===== src/rtl/key_schedule_ctrl.sv =====
// rtl/key_schedule_ctrl.sv - PRESENT-80 key schedule sequencer
//
// Holds the evolving 80-bit key register and the round counter. It presents
// round keys K1..K32 to the round engine, one per consumed request.
//
// Optional feature macro: KEY_SCHED_RESTORE_EN. When it is defined, a shadow
// copy of the master key allows a restart without reloading key_i.
//
// Ports:
//   clk               in   system clock, rising edge
//   rst               in   synchronous active-high reset
//   key_i       [79:0] in  master key, sampled on key_load_i
//   key_load_i        in   load key_i and start a new schedule
//   round_req_i       in   current round key consumed; advance
//   key_restart_i     in   restart from the shadow key (KEY_SCHED_RESTORE_EN only)
//   round_key_o [63:0] out current round key = key_reg[79:16]
//   round_key_valid_o out  round_key_o valid (RUN state)
//   round_idx_o  [5:0] out index of the current round key, 1..32
//   busy_o            out  schedule in progress (RUN state)
//   done_o            out  all round keys consumed (DONE state)

module key_schedule_ctrl #(
  parameter int ROUNDS = 32
) (
  input  logic        clk,
  input  logic        rst,
  input  logic [79:0] key_i,
  input  logic        key_load_i,
  input  logic        round_req_i,
`ifdef KEY_SCHED_RESTORE_EN
  input  logic        key_restart_i,
`endif
  output logic [63:0] round_key_o,
  output logic        round_key_valid_o,
  output logic [5:0]  round_idx_o,
  output logic        busy_o,
  output logic        done_o
);

  typedef enum logic [1:0] {
    IDLE = 2'd0,
    RUN  = 2'd1,
    DONE = 2'd2
  } state_t;

  state_t      state_q, state_d;
  logic [79:0] key_q, key_d;
  logic [5:0]  idx_q, idx_d;
  logic [79:0] key_next;

`ifdef KEY_SCHED_RESTORE_EN
  logic [79:0] shadow_q, shadow_d;
`endif

  function automatic logic [3:0] sbox(input logic [3:0] x);
    logic [3:0] y;
    case (x)
      4'h0: y = 4'hC;  4'h1: y = 4'h5;  4'h2: y = 4'h6;  4'h3: y = 4'hB;
      4'h4: y = 4'h9;  4'h5: y = 4'h0;  4'h6: y = 4'hA;  4'h7: y = 4'hD;
      4'h8: y = 4'h3;  4'h9: y = 4'hE;  4'hA: y = 4'hF;  4'hB: y = 4'h8;
      4'hC: y = 4'h4;  4'hD: y = 4'h7;  4'hE: y = 4'h1;  default: y = 4'h2;
    endcase
    return y;
  endfunction

  // One PRESENT-80 key update step: rotate left by 61, S-box on the top
  // nibble, then fold the 5-bit round counter into bits [19:15].
  function automatic logic [79:0] key_update(input logic [79:0] k,
                                             input logic [4:0]  rc);
    logic [79:0] r;
    r          = {k[18:0], k[79:19]};
    r[79:76]   = sbox(r[79:76]);
    r[19:15]   = r[19:15] ^ rc;
    return r;
  endfunction

  // Single update instance, always fed from the live key register.
  assign key_next = key_update(key_q, idx_q[4:0]);

  always_comb begin
    state_d = state_q;
    key_d   = key_q;
    idx_d   = idx_q;
`ifdef KEY_SCHED_RESTORE_EN
    shadow_d = shadow_q;
`endif

    // Load has priority over everything but reset; a load in RUN aborts
    // the schedule in progress and drops any coincident request.
    if (key_load_i) begin
      key_d   = key_i;
      idx_d   = 6'd1;
      state_d = RUN;
`ifdef KEY_SCHED_RESTORE_EN
      shadow_d = key_i;
    end else if (key_restart_i && (state_q != IDLE)) begin
      key_d   = shadow_q;
      idx_d   = 6'd1;
      state_d = RUN;
`endif
    end else if ((state_q == RUN) && round_req_i) begin
      // The last key is consumed without another update, so counter
      // value ROUNDS never reaches the datapath.
      if (idx_q == 6'(ROUNDS)) begin
        state_d = DONE;
      end else begin
        key_d = key_next;
        idx_d = idx_q + 6'd1;
      end
    end
  end

  always_ff @(posedge clk) begin
    if (rst) begin
      state_q <= IDLE;
      key_q   <= '0;
      idx_q   <= '0;
`ifdef KEY_SCHED_RESTORE_EN
      shadow_q <= '0;
`endif
    end else begin
      state_q <= state_d;
      key_q   <= key_d;
      idx_q   <= idx_d;
`ifdef KEY_SCHED_RESTORE_EN
      shadow_q <= shadow_d;
`endif
    end
  end

  assign round_key_o       = key_q[79:16];
  assign round_idx_o       = idx_q;
  assign busy_o            = (state_q == RUN);
  assign round_key_valid_o = busy_o;
  assign done_o            = (state_q == DONE);

endmodule


===== config.mk =====
export PLATFORM = sky130hd
export DESIGN_NAME = key_schedule_ctrl
export DESIGN_NICKNAME = d
export VERILOG_FILES = /design/src/rtl/key_schedule_ctrl.sv
export SDC_FILE = /design/constraint.sdc
export NUM_CORES = 1
export LEC_CHECK = 0
export BUFFER_PORTS_ARGS = -buffer_cell sky130_fd_sc_hd__buf_4
export CORE_MARGIN = 4
export CORE_UTILIZATION = 46
export CTS_CLUSTER_DIAMETER = 100
export DETAILED_ROUTE_END_ITERATION = 8
export PLACE_DENSITY = 0.81
export SETUP_SLACK_MARGIN = 0.2
export SLEW_MARGIN = 10
export SYNTH_ARGS = -nofsm -noshare
export SYNTH_HDL_FRONTEND = slang
export SYNTH_SLANG_ARGS = --single-unit

===== constraint.sdc =====
create_clock -name clk -period 2.5 [get_ports clk]
set_input_delay 0.125 -clock clk [delete_from_list [all_inputs] [get_ports clk]]
set_output_delay 0.125 -clock clk [all_outputs]
set_load 0.02 [all_outputs]

==> results of run 1 <==
-- tightest hold or removal path: stages --
cell	delay (ns)
buf_4	0.11
nor2_1	0.07
a311oi_1	0.05
-- area by class of cell --
class | instances | area (um2)
Multi-Input combinational cell | 387 | 2340
Clock inverter | 6 | 86.3
Clock buffer | 10 | 138
Tap cell | 136 | 170
Inverter | 10 | 40.0
Timing Repair Buffer | 176 | 1330
Fill cell | 935 | 4320
Sequential cell | 92 | 1850
-- registers in the layout, summed over array words and instances, names as in the netlist --
register and count:
key_next 4, round_idx_o 6, key_q 80, state_q 2
-- power breakdown --
part | leakage, nW | internal [W] | total [W] | switching [W]
registers | 0.765 | 0.00157 | 0.00166 | 0.0000852
clock network | 0.109 | 0.000589 | 0.00112 | 0.000526
logic | 1.62 | 0.000340 | 0.000742 | 0.000402
total | 2.50 | 0.00250 | 0.00352 | 0.00101
-- metrics by stage --
step	setup WS [ns]	area, um2	util	hold slack (ns)
floorplan	0.205	4840	-	0.269
global placement	0.262	5560	0.541	0.396
detailed placement	0.0677	5560	0.541	0.408
CTS	0.173	5850	0.569	0.0270
global route	0.178	5950	0.579	0.0297
finish	0.237	5950	0.579	0.0444
-- worst paths after layout --
kind	from	endpoint	slack (ns)	depth (start not counted)
max	round_idx_o[0]	key_next[79]	0.24	10
max reg2reg	round_idx_o[0]	key_next[79]	0.24	10
min	key_i[72]	key_q[72]	0.04	3
min reg2reg	key_q[3]	key_q[64]	0.48	2
-- kinds of logic (layout without fill, tap and decap cells) --
| group | Yosys count | after routing | synth area share |
|---|---|---|---|
| simple gates | 265 | 265 | 0.221 |
| flops | 92 | 92 | 0.382 |
| buf+inv | 122 | 202 | 0.157 |
| mux | 7 | 7 | 0.0161 |
| xor+xnor | 10 | 10 | 0.0182 |
| fa+ha+maj | 7 | 7 | 0.0182 |
| compound gates | 98 | 98 | 0.187 |
-- layer usage --
| layer | GRT usage | wire length (um) |
|---|---|---|
| met4 | 0.0928 | 349 |
| met3 | 0.0345 | 741 |
| met1 | 0.232 | 5250 |
| met5 | 0 | 0 |
| met2 | 0.351 | 6600 |
-- timing repair --
item	4_1_cts	5_1_grt
cloned	0	0
pin swaps	3	6
endpoints found under the setup margin	4	4
resized for setup	3	13
buffers inserted	6	4
endpoints found under the hold margin	0	0
-- placed cells by master, fill, tap and decap left out, types with 3 or more instances in the layout --
cell      netlist  final
nand2_1       156    156
and2_1          4      4
dfxtp_1        92     90
xnor2_1         4      4
a21oi_1         5      5
xor2_1          6      6
nor2_1         88     88
inv_1           8      7
a311oi_1       71     71
mux2i_1         4      4
clkbuf_8        0     10
ha_1            7      3
a211oi_4        1      3
nand4_1         3      3
buf_4          65    175
a311oi_2        4      4
==> flow_metrics.env, run 1 <==
export IMPL_status="finished clean"
export IMPL_final_cells=817
export IMPL_worstPathMaxFanout=4
export IMPL_drt_iter0_drc=230
export IMPL_synth_edf_count=0
export IMPL_worstPathRequired_ns=2.78
export IMPL_io_pins=157
export IMPL_power_w=0.00352
export IMPL_postRouteAntennaNets=0
export IMPL_insertion_delay_ns=0.35
export IMPL_path_clk_slew_ns=0.09
export IMPL_post_drt_via_cell_ratio=5.33
export IMPL_syn_avg_cell_area_um2=8.03
export IMPL_p_leak_nw=2.50
export IMPL_first_pass_iters=5
export IMPL_drcViolationCount=0
export IMPL_synthArstFlopShare=0
export IMPL_die_h_um=110
export IMPL_min_period_ns=2.26
export IMPL_cpMostUsedCell="ha_2"
export IMPL_cts_sinks=92
export IMPL_worst_setup_path_type="reg -> reg"
export IMPL_synth_cell_types=48
export IMPL_rsz0062_at_grt="no"
export IMPL_ys_seq_area_frac=0.382
export IMPL_cp_buffers_inverters=2
export IMPL_nNetsFinal=767
export IMPL_root_buffer="clkbuf_8"
export IMPL_path_cells="inv_1 -> ha_2 -> nor2b_4 -> a21o_4 -> a211oi_4 -> nand2b_4 -> buf_4 -> ha_2 -> mux2_4 -> o21ai_2"
export IMPL_die_x_um=110
export IMPL_vias=4352
export IMPL_syn2layout_area_growth_pct=23.4
export IMPL_final_max_slew_viol_count=0
export IMPL_drt_total_wl_um=12900
export IMPL_ir_worst_vdd_uv=280
export IMPL_ys_ff_latch=92
export IMPL_critPathMaxStageDelay_ns=0.36
export IMPL_worst_pin_slew_ns=0.830
export IMPL_synth_top_area_frac=0.382
export IMPL_placedCellCount=791
export IMPL_io_buffer_count=156
export IMPL_antenna_cells=0
export IMPL_hold_class="in -> reg"
export IMPL_layout_drive_gt1_share=0.329
export IMPL_hold_buffers=0
export IMPL_clockBufferDepth=2
export IMPL_grt_pass1_vias=4328
export IMPL_hpwl_um=9110
export IMPL_htree_levels=3
export IMPL_dieArea_um2=12200
export IMPL_grt_overflow_total=0
export IMPL_critical_path_top_delay_family="compound AO/OA/AOI/OAI gates"
export IMPL_core_um2=10300
export IMPL_grtUsageTotal=0.198
export IMPL_syn_instance_count=601
export IMPL_cellPowerDensity_nw_per_um2=591
export IMPL_grt_start_max_net_pins=85
export IMPL_finalCritPeriodShare=0.905
export IMPL_ys_flop_type="dfxtp_1"
export IMPL_synth_area_leaders="dfxtp_1 (38%), a311oi_1 (13%), nand2_1 (12%), buf_4 (10%), nor2_1 (6.8%)"
export IMPL_finalSetupTns_ns=0
export IMPL_netlist_top_cells_count="nand2_1 (156), dfxtp_1 (92), nor2_1 (88), a311oi_1 (71), buf_4 (65)"
export IMPL_critPathLaunchType="flop"
export IMPL_gp_congestion=0.830
export IMPL_cts_tree="done"
export IMPL_routedWlPerCell_um=15.8
export IMPL_hold_viol=0
export IMPL_worstPathArrival_ns=2.54
export IMPL_synth_fp_nets=692
export IMPL_grt_pass1_wl_um=20500
export IMPL_fin_skew_ns=0.00685
export IMPL_syn_area_um2=4820
export IMPL_antenna_found_initial=0
export IMPL_max_clock_freq_mhz=442
export IMPL_start_util=0.469
export IMPL_ys_warn_count=0
export IMPL_max_cap_violations=0
export IMPL_post_synth_top_area_cell="dfxtp_1"
export IMPL_row_count=37
export IMPL_setup_viol=0
export IMPL_numCtsBuffers=9
export IMPL_max_slew_margin=0.447
export IMPL_slowest_stage="dfxtp_4"
export IMPL_worstSetupEndpointType="flop"
export IMPL_yosysMostFrequentCell="nand2_1"
Note: power is estimated with default switching activity, not from simulation.
==> inputs of run 2 (changes only) <==
--- a/config.mk
+++ b/config.mk
@@ -5,7 +5,7 @@
 export SDC_FILE = /design/constraint.sdc
 export NUM_CORES = 1
 export LEC_CHECK = 0
-export BUFFER_PORTS_ARGS = -buffer_cell sky130_fd_sc_hd__buf_4
+export BUFFER_PORTS_ARGS = -buffer_cell sky130_fd_sc_hd__buf_2
 export CORE_MARGIN = 4
 export CORE_UTILIZATION = 46
 export CTS_CLUSTER_DIAMETER = 100
==> run 2 against run 1 <==
  * Die area is the same
  * Combinational power shrank 13%
  * Global-route usage is 0.17 points lower
  * Largest power group unchanged
==> flow_metrics.env, run 2 (same netlist as run 1, synthesis figures left out) <==
export IMPL_status="finished clean"
export IMPL_path_cells="inv_1 -> ha_1 -> nor2b_4 -> a21o_4 -> a211oi_4 -> inv_1 -> ha_1 -> mux2_2 -> o21ai_1"
export IMPL_finalSetupTns_ns=0
export IMPL_max_slew_margin=0.572
export IMPL_cts_tree="done"
export IMPL_postRouteAntennaNets=0
export IMPL_worst_pin_slew_ns=0.643
export IMPL_worst_slack_ns=0.296
export IMPL_regMostFlops="key_q"
export IMPL_numCtsBuffers=9
export IMPL_vias=4396
export IMPL_root_buffer="clkbuf_8"
export IMPL_critical_path_top_delay_family="compound AO/OA/AOI/OAI gates"
export IMPL_final_cell_mix="nand2_1 (156), buf_2 (156), dfxtp_1 (90), nor2_1 (88), a311oi_1 (71)"
export IMPL_fin_skew_ns=0.0116
export IMPL_drt_iter0_drc=356
export IMPL_hpwl_um=8650
export IMPL_final_max_slew_viol_count=0
export IMPL_grtUsageTotal=0.197
export IMPL_hold_viol=0
export IMPL_grt_start_max_net_pins=153
export IMPL_drt_total_wl_um=12400
export IMPL_layout_drive_gt1_share=0.315
export IMPL_largest_reg_flops=80
export IMPL_worstSetupEndpointType="flop"
export IMPL_pre_cts_ws_ns=0.137
export IMPL_drcViolationCount=0
export IMPL_p_leak_nw=2.37
export IMPL_cellPowerDensity_nw_per_um2=589
export IMPL_switching_share=0.305
export IMPL_p_int_w=0.00225
export IMPL_nFillCells=963
export IMPL_critPathLaunchType="flop"
export IMPL_start_util=0.469
export IMPL_path_clk_slew_ns=0.09
export IMPL_clock_power_share=0.288
export IMPL_io_buffer_count=156
export IMPL_rsz0062_at_grt="no"
export IMPL_pwr_share_comb=0.201
export IMPL_grt_pass1_vias=4203
export IMPL_syn2layout_area_growth_pct=13.6
export IMPL_multi_input_area_um2=2300
export IMPL_switchingPower_w=0.000985
export IMPL_critPathMaxStageDelay_ns=0.39
export IMPL_cp_buffers_inverters=2
export IMPL_seq_area_um2=1850
export IMPL_nNetsFinal=765
export IMPL_dieArea_um2=12200
export IMPL_cts_sinks=92
export IMPL_worst_setup_path_type="reg -> reg"
export IMPL_clockBufferDepth=2
export IMPL_die_h_um=110
export IMPL_max_cap_violations=0
export IMPL_ir_worst_vdd_uv=304
export IMPL_gp_congestion=0.835
export IMPL_antenna_cells=0
export IMPL_worstPathRequired_ns=2.79
export IMPL_worstPathArrival_ns=2.49
export IMPL_row_count=37
export IMPL_post_drt_via_cell_ratio=5.39
export IMPL_p_seq_frac=0.512
export IMPL_antenna_found_initial=0
export IMPL_grt_pass1_wl_um=20300
export IMPL_grt_overflow_total=0
export IMPL_worstPathMaxFanout=7
export IMPL_slowest_stage="dfxtp_4"
export IMPL_core_um2=10300
export IMPL_first_pass_iters=4
export IMPL_finalCritPeriodShare=0.881
export IMPL_hold_class="in -> reg"
export IMPL_die_x_um=110
export IMPL_routedWlPerCell_um=15.2
export IMPL_setup_viol=0
export IMPL_max_clock_freq_mhz=454
export IMPL_io_pins=157
export IMPL_min_period_ns=2.20
export IMPL_insertion_delay_ns=0.36
export IMPL_htree_levels=3
[run 2: worst paths after layout]
kind / from / endpoint / slack, ns / depth (start not counted)
max: round_idx_o[1] / key_next[79] / 0.30 / 9
min: key_i[38] / key_q[38] / 0.03 / 3
max reg2reg: round_idx_o[1] / key_next[79] / 0.30 / 9
min reg2reg: key_q[1] / key_q[62] / 0.48 / 2
[run 2: worst register-to-register path, stage by stage (launching register included)]
cell and delay, ns:
dfxtp_4 0.39, inv_1 0.05, ha_1 0.19, nor2b_4 0.16, a21o_4 0.26, a211oi_4 0.32, inv_1 0.16, ha_1 0.22
mux2_2 0.27, o21ai_1 0.13
[run 2: routing by layer]
layer  wire (um)  track usage  vias to the layer above
met5           0            0                        -
met4         323       0.0805                        0
met3         696       0.0438                       29
met2        6110        0.327                      154
met1        5250        0.246                     2079
li1            -            -                     2134
[run 2: layout make-up]
class                      count  area share
multi-input combinational    387       0.419
sequential                    92       0.337
timing repair buffer         174       0.172
tap                          136      0.0310
clock buffer                  13      0.0290
inverter                      10     0.00730
clock inverter                 3     0.00388
[run 2: power groups by stage]
stage / combinational (W) / sequential, W / clock [W]
after CTS: 0.000631 / 0.00166 / 0.000962
after floorplan: 0.000518 / 0.00166 / 0
after detailed placement: 0.000619 / 0.00169 / 0
after global placement: 0.000601 / 0.00168 / 0
final: 0.000648 / 0.00165 / 0.000930
after global routing: 0.000708 / 0.00167 / 0.00102
[run 2: metrics by stage]
stage          cell area, um2  power, W  cells  utilization  hold slack (ns)
2_1_floorplan            4840   0.00218    601            -            0.269
3_5_place_dp             5180   0.00231    790        0.504            0.388
4_1_cts                  5420   0.00325    810        0.527          0.00540
6_report                 5480   0.00323    815        0.533           0.0267
5_1_grt                  5480   0.00340    815        0.533           0.0111
3_3_place_gp             5180   0.00229    790        0.504            0.392
[run 2: repair_timing]
action / CTS / global route
resized for setup: 6 / 4
hold buffers: 1 / 0
pin swaps: 3 / 2
endpoints found under the hold margin: 1 / 0
gates cloned: 0 / 0
setup buffers: 3 / 5
setup endpoints to repair: 4 / 4
==> inputs of run 3 (changes only) <==
--- a/config.mk
+++ b/config.mk
@@ -10,7 +10,7 @@
 export CORE_UTILIZATION = 46
 export CTS_CLUSTER_DIAMETER = 100
 export DETAILED_ROUTE_END_ITERATION = 8
-export PLACE_DENSITY = 0.81
+export PLACE_DENSITY = 0.79
 export SETUP_SLACK_MARGIN = 0.2
 export SLEW_MARGIN = 10
 export SYNTH_ARGS = -nofsm -noshare
==> constraint.sdc (replaced) <==
create_clock -name clk -period 2.7 [get_ports clk]
set_input_delay 0.135 -clock clk [delete_from_list [all_inputs] [get_ports clk]]
set_output_delay 0.135 -clock clk [all_outputs]
set_load 0.02 [all_outputs]
==> run 3 against run 2 <==
  * Critical path depth rose by 1
  * Sequential power fell by 7%
  * Total power fell by 6.0%
  * Final cell count fell by 1.1%
  * Final area fell by 1.8%
  * Global-route usage fell by 0.19 points
  * Core utilization fell by 0.96 points
  * Sequential share of layout area rose by 0.53 points
  * Worst hold slack got worse by 0.019 ns
  * Register-to-register slack barely moved
  * First-iteration DRC count fell by 12%
  * Largest cell class unchanged
  * Highest routed layer unchanged
==> flow_metrics.env, run 3 (same netlist as run 1, synthesis figures left out) <==
export IMPL_status="finished clean"
export IMPL_critPathMaxStageDelay_ns=0.41
export IMPL_hold_class="in -> reg"
export IMPL_finalSetupTns_ns=0
export IMPL_post_drt_via_cell_ratio=5.36
export IMPL_hpwl_um=8550
export IMPL_drt_iter0_drc=312
export IMPL_largest_reg_flops=80
export IMPL_path_cells="inv_1 -> ha_1 -> nor2b_4 -> a21o_2 -> a211oi_1 -> nand2b_1 -> inv_1 -> ha_1 -> mux2_2 -> mux2i_1"
export IMPL_io_pins=157
export IMPL_syn2layout_area_growth_pct=11.6
export IMPL_max_clock_freq_mhz=415
export IMPL_hold_depth=3
export IMPL_pre_cts_ws_ns=0.0684
export IMPL_worst_setup_path_type="reg -> reg"
export IMPL_max_slew_margin=0.450
export IMPL_regMostFlops="key_q"
export IMPL_fin_skew_ns=0.0154
export IMPL_grt_pass1_wl_um=20200
export IMPL_r2r_end="key_next[76]"
export IMPL_antenna_found_initial=0
export IMPL_final_max_slew_viol_count=0
export IMPL_worstPathRequired_ns=3.01
export IMPL_drt_total_wl_um=12200
export IMPL_dieArea_um2=12200
export IMPL_critPathLaunchType="flop"
export IMPL_root_buffer="clkbuf_8"
export IMPL_min_period_ns=2.41
export IMPL_start_util=0.469
export IMPL_rsz0062_at_grt="yes"
export IMPL_grtUsageTotal=0.195
export IMPL_cp_buffers_inverters=2
export IMPL_htree_levels=3
export IMPL_die_h_um=110
export IMPL_whs_endpoint="key_q[49]"
export IMPL_worst_slack_ns=0.289
export IMPL_postRouteAntennaNets=0
export IMPL_grt_overflow_total=0
export IMPL_numCtsBuffers=9
export IMPL_die_x_um=110
export IMPL_final_cell_mix="nand2_1 (156), buf_2 (156), dfxtp_1 (90), nor2_1 (88), a311oi_1 (71)"
export IMPL_worstPathMaxFanout=7
export IMPL_row_count=37
export IMPL_routedWlPerCell_um=15.2
export IMPL_grt_start_max_net_pins=83
export IMPL_worstHoldStart="key_i[49]"
export IMPL_insertion_delay_ns=0.38
export IMPL_drcViolationCount=0
export IMPL_antenna_cells=0
export IMPL_rrSetupSlack_ns=0.29
export IMPL_worst_pin_slew_ns=0.825
export IMPL_cts_tree="done"
export IMPL_worstSetupEndpointType="flop"
export IMPL_cts_sinks=92
export IMPL_layout_drive_gt1_share=0.304
export IMPL_grt_pass1_vias=4242
export IMPL_max_cap_violations=0
export IMPL_core_um2=10300
export IMPL_clockBufferDepth=2
export IMPL_p_leak_nw=2.33
export IMPL_cellPowerDensity_nw_per_um2=564
export IMPL_nFillCells=978
export IMPL_io_buffer_count=156
export IMPL_r2r_start="round_idx_o[0]"
export IMPL_gp_congestion=0.862
export IMPL_nNetsFinal=757
export IMPL_slowest_stage="dfxtp_2"
export IMPL_critical_path_top_delay_family="compound AO/OA/AOI/OAI gates"
export IMPL_path_clk_slew_ns=0.10
export IMPL_ir_worst_vdd_uv=244
export IMPL_first_pass_iters=4
export IMPL_hold_viol=0
export IMPL_setup_viol=0
export IMPL_finalCritPeriodShare=0.893
export IMPL_worstPathArrival_ns=2.72
export IMPL_vias=4321
export IMPL_r2r_cells=10
[run 3: worst max-delay path by stage]
stage,cells after the start,start,end,slack (ns)
final,10,round_idx_o[0],key_next[76],0.29
after global routing,10,round_idx_o[0],key_next[76],0.15
after CTS,10,round_idx_o[0],key_next[76],0.26
after detailed placement,10,round_idx_o[0],key_next[78],0.07
after global placement,10,round_idx_o[0],key_next[76],0.24
after floorplan,11,round_idx_o[0],key_next[76],0.28
[run 3: tightest hold or removal path, cell delays in order]
cell and delay (ns):
buf_2 0.09, nor2_1 0.07, a311oi_1 0.05
[run 3: repair_timing]
action                     in CTS  in global routing
gates resized for setup         2                  2
pin swaps                       0                  1
setup endpoints to repair       4                  3
hold buffers                    0                  0
setup buffers                   0                  2
gates cloned                    0                  0
[run 3: cell type report]
class	count	area, um2	share of cell area
clock buffers	9	124	0.0230
clock inverters	6	65.1	0.0121
inverters	10	40.0	0.00744
multi-input cells	387	2260	0.420
flip-flops and latches	92	1840	0.343
well taps	136	170	0.0316
repair buffers	166	881	0.164
[run 3: layer usage]
metal,track usage,wire length (um),vias to the layer above
li1,-,-,2121
met1,0.238,5270,2047
met2,0.331,6020,133
met3,0.0477,722,20
met4,0.0714,219,0
met5,0,0,-
[run 3: report_power, final]
group          switching [W]  internal (W)  leakage [nW]  total, W
combinational       0.000351      0.000222          1.47  0.000573
clock               0.000506      0.000425        0.0955  0.000931
sequential         0.0000762       0.00146         0.765   0.00153
[run 3: per-stage QoR]
step	hold WS [ns]	power, W	instance area (um2)	utilization	std cells
after CTS	0.00311	0.00306	5350	0.521	804
after global placement	0.406	0.00211	5150	0.501	789
after global routing	0.0113	0.00319	5380	0.524	806
after floorplan	0.279	0.00202	4830	-	601
after detailed placement	0.409	0.00213	5150	0.501	789
final	0.00786	0.00304	5380	0.524	806
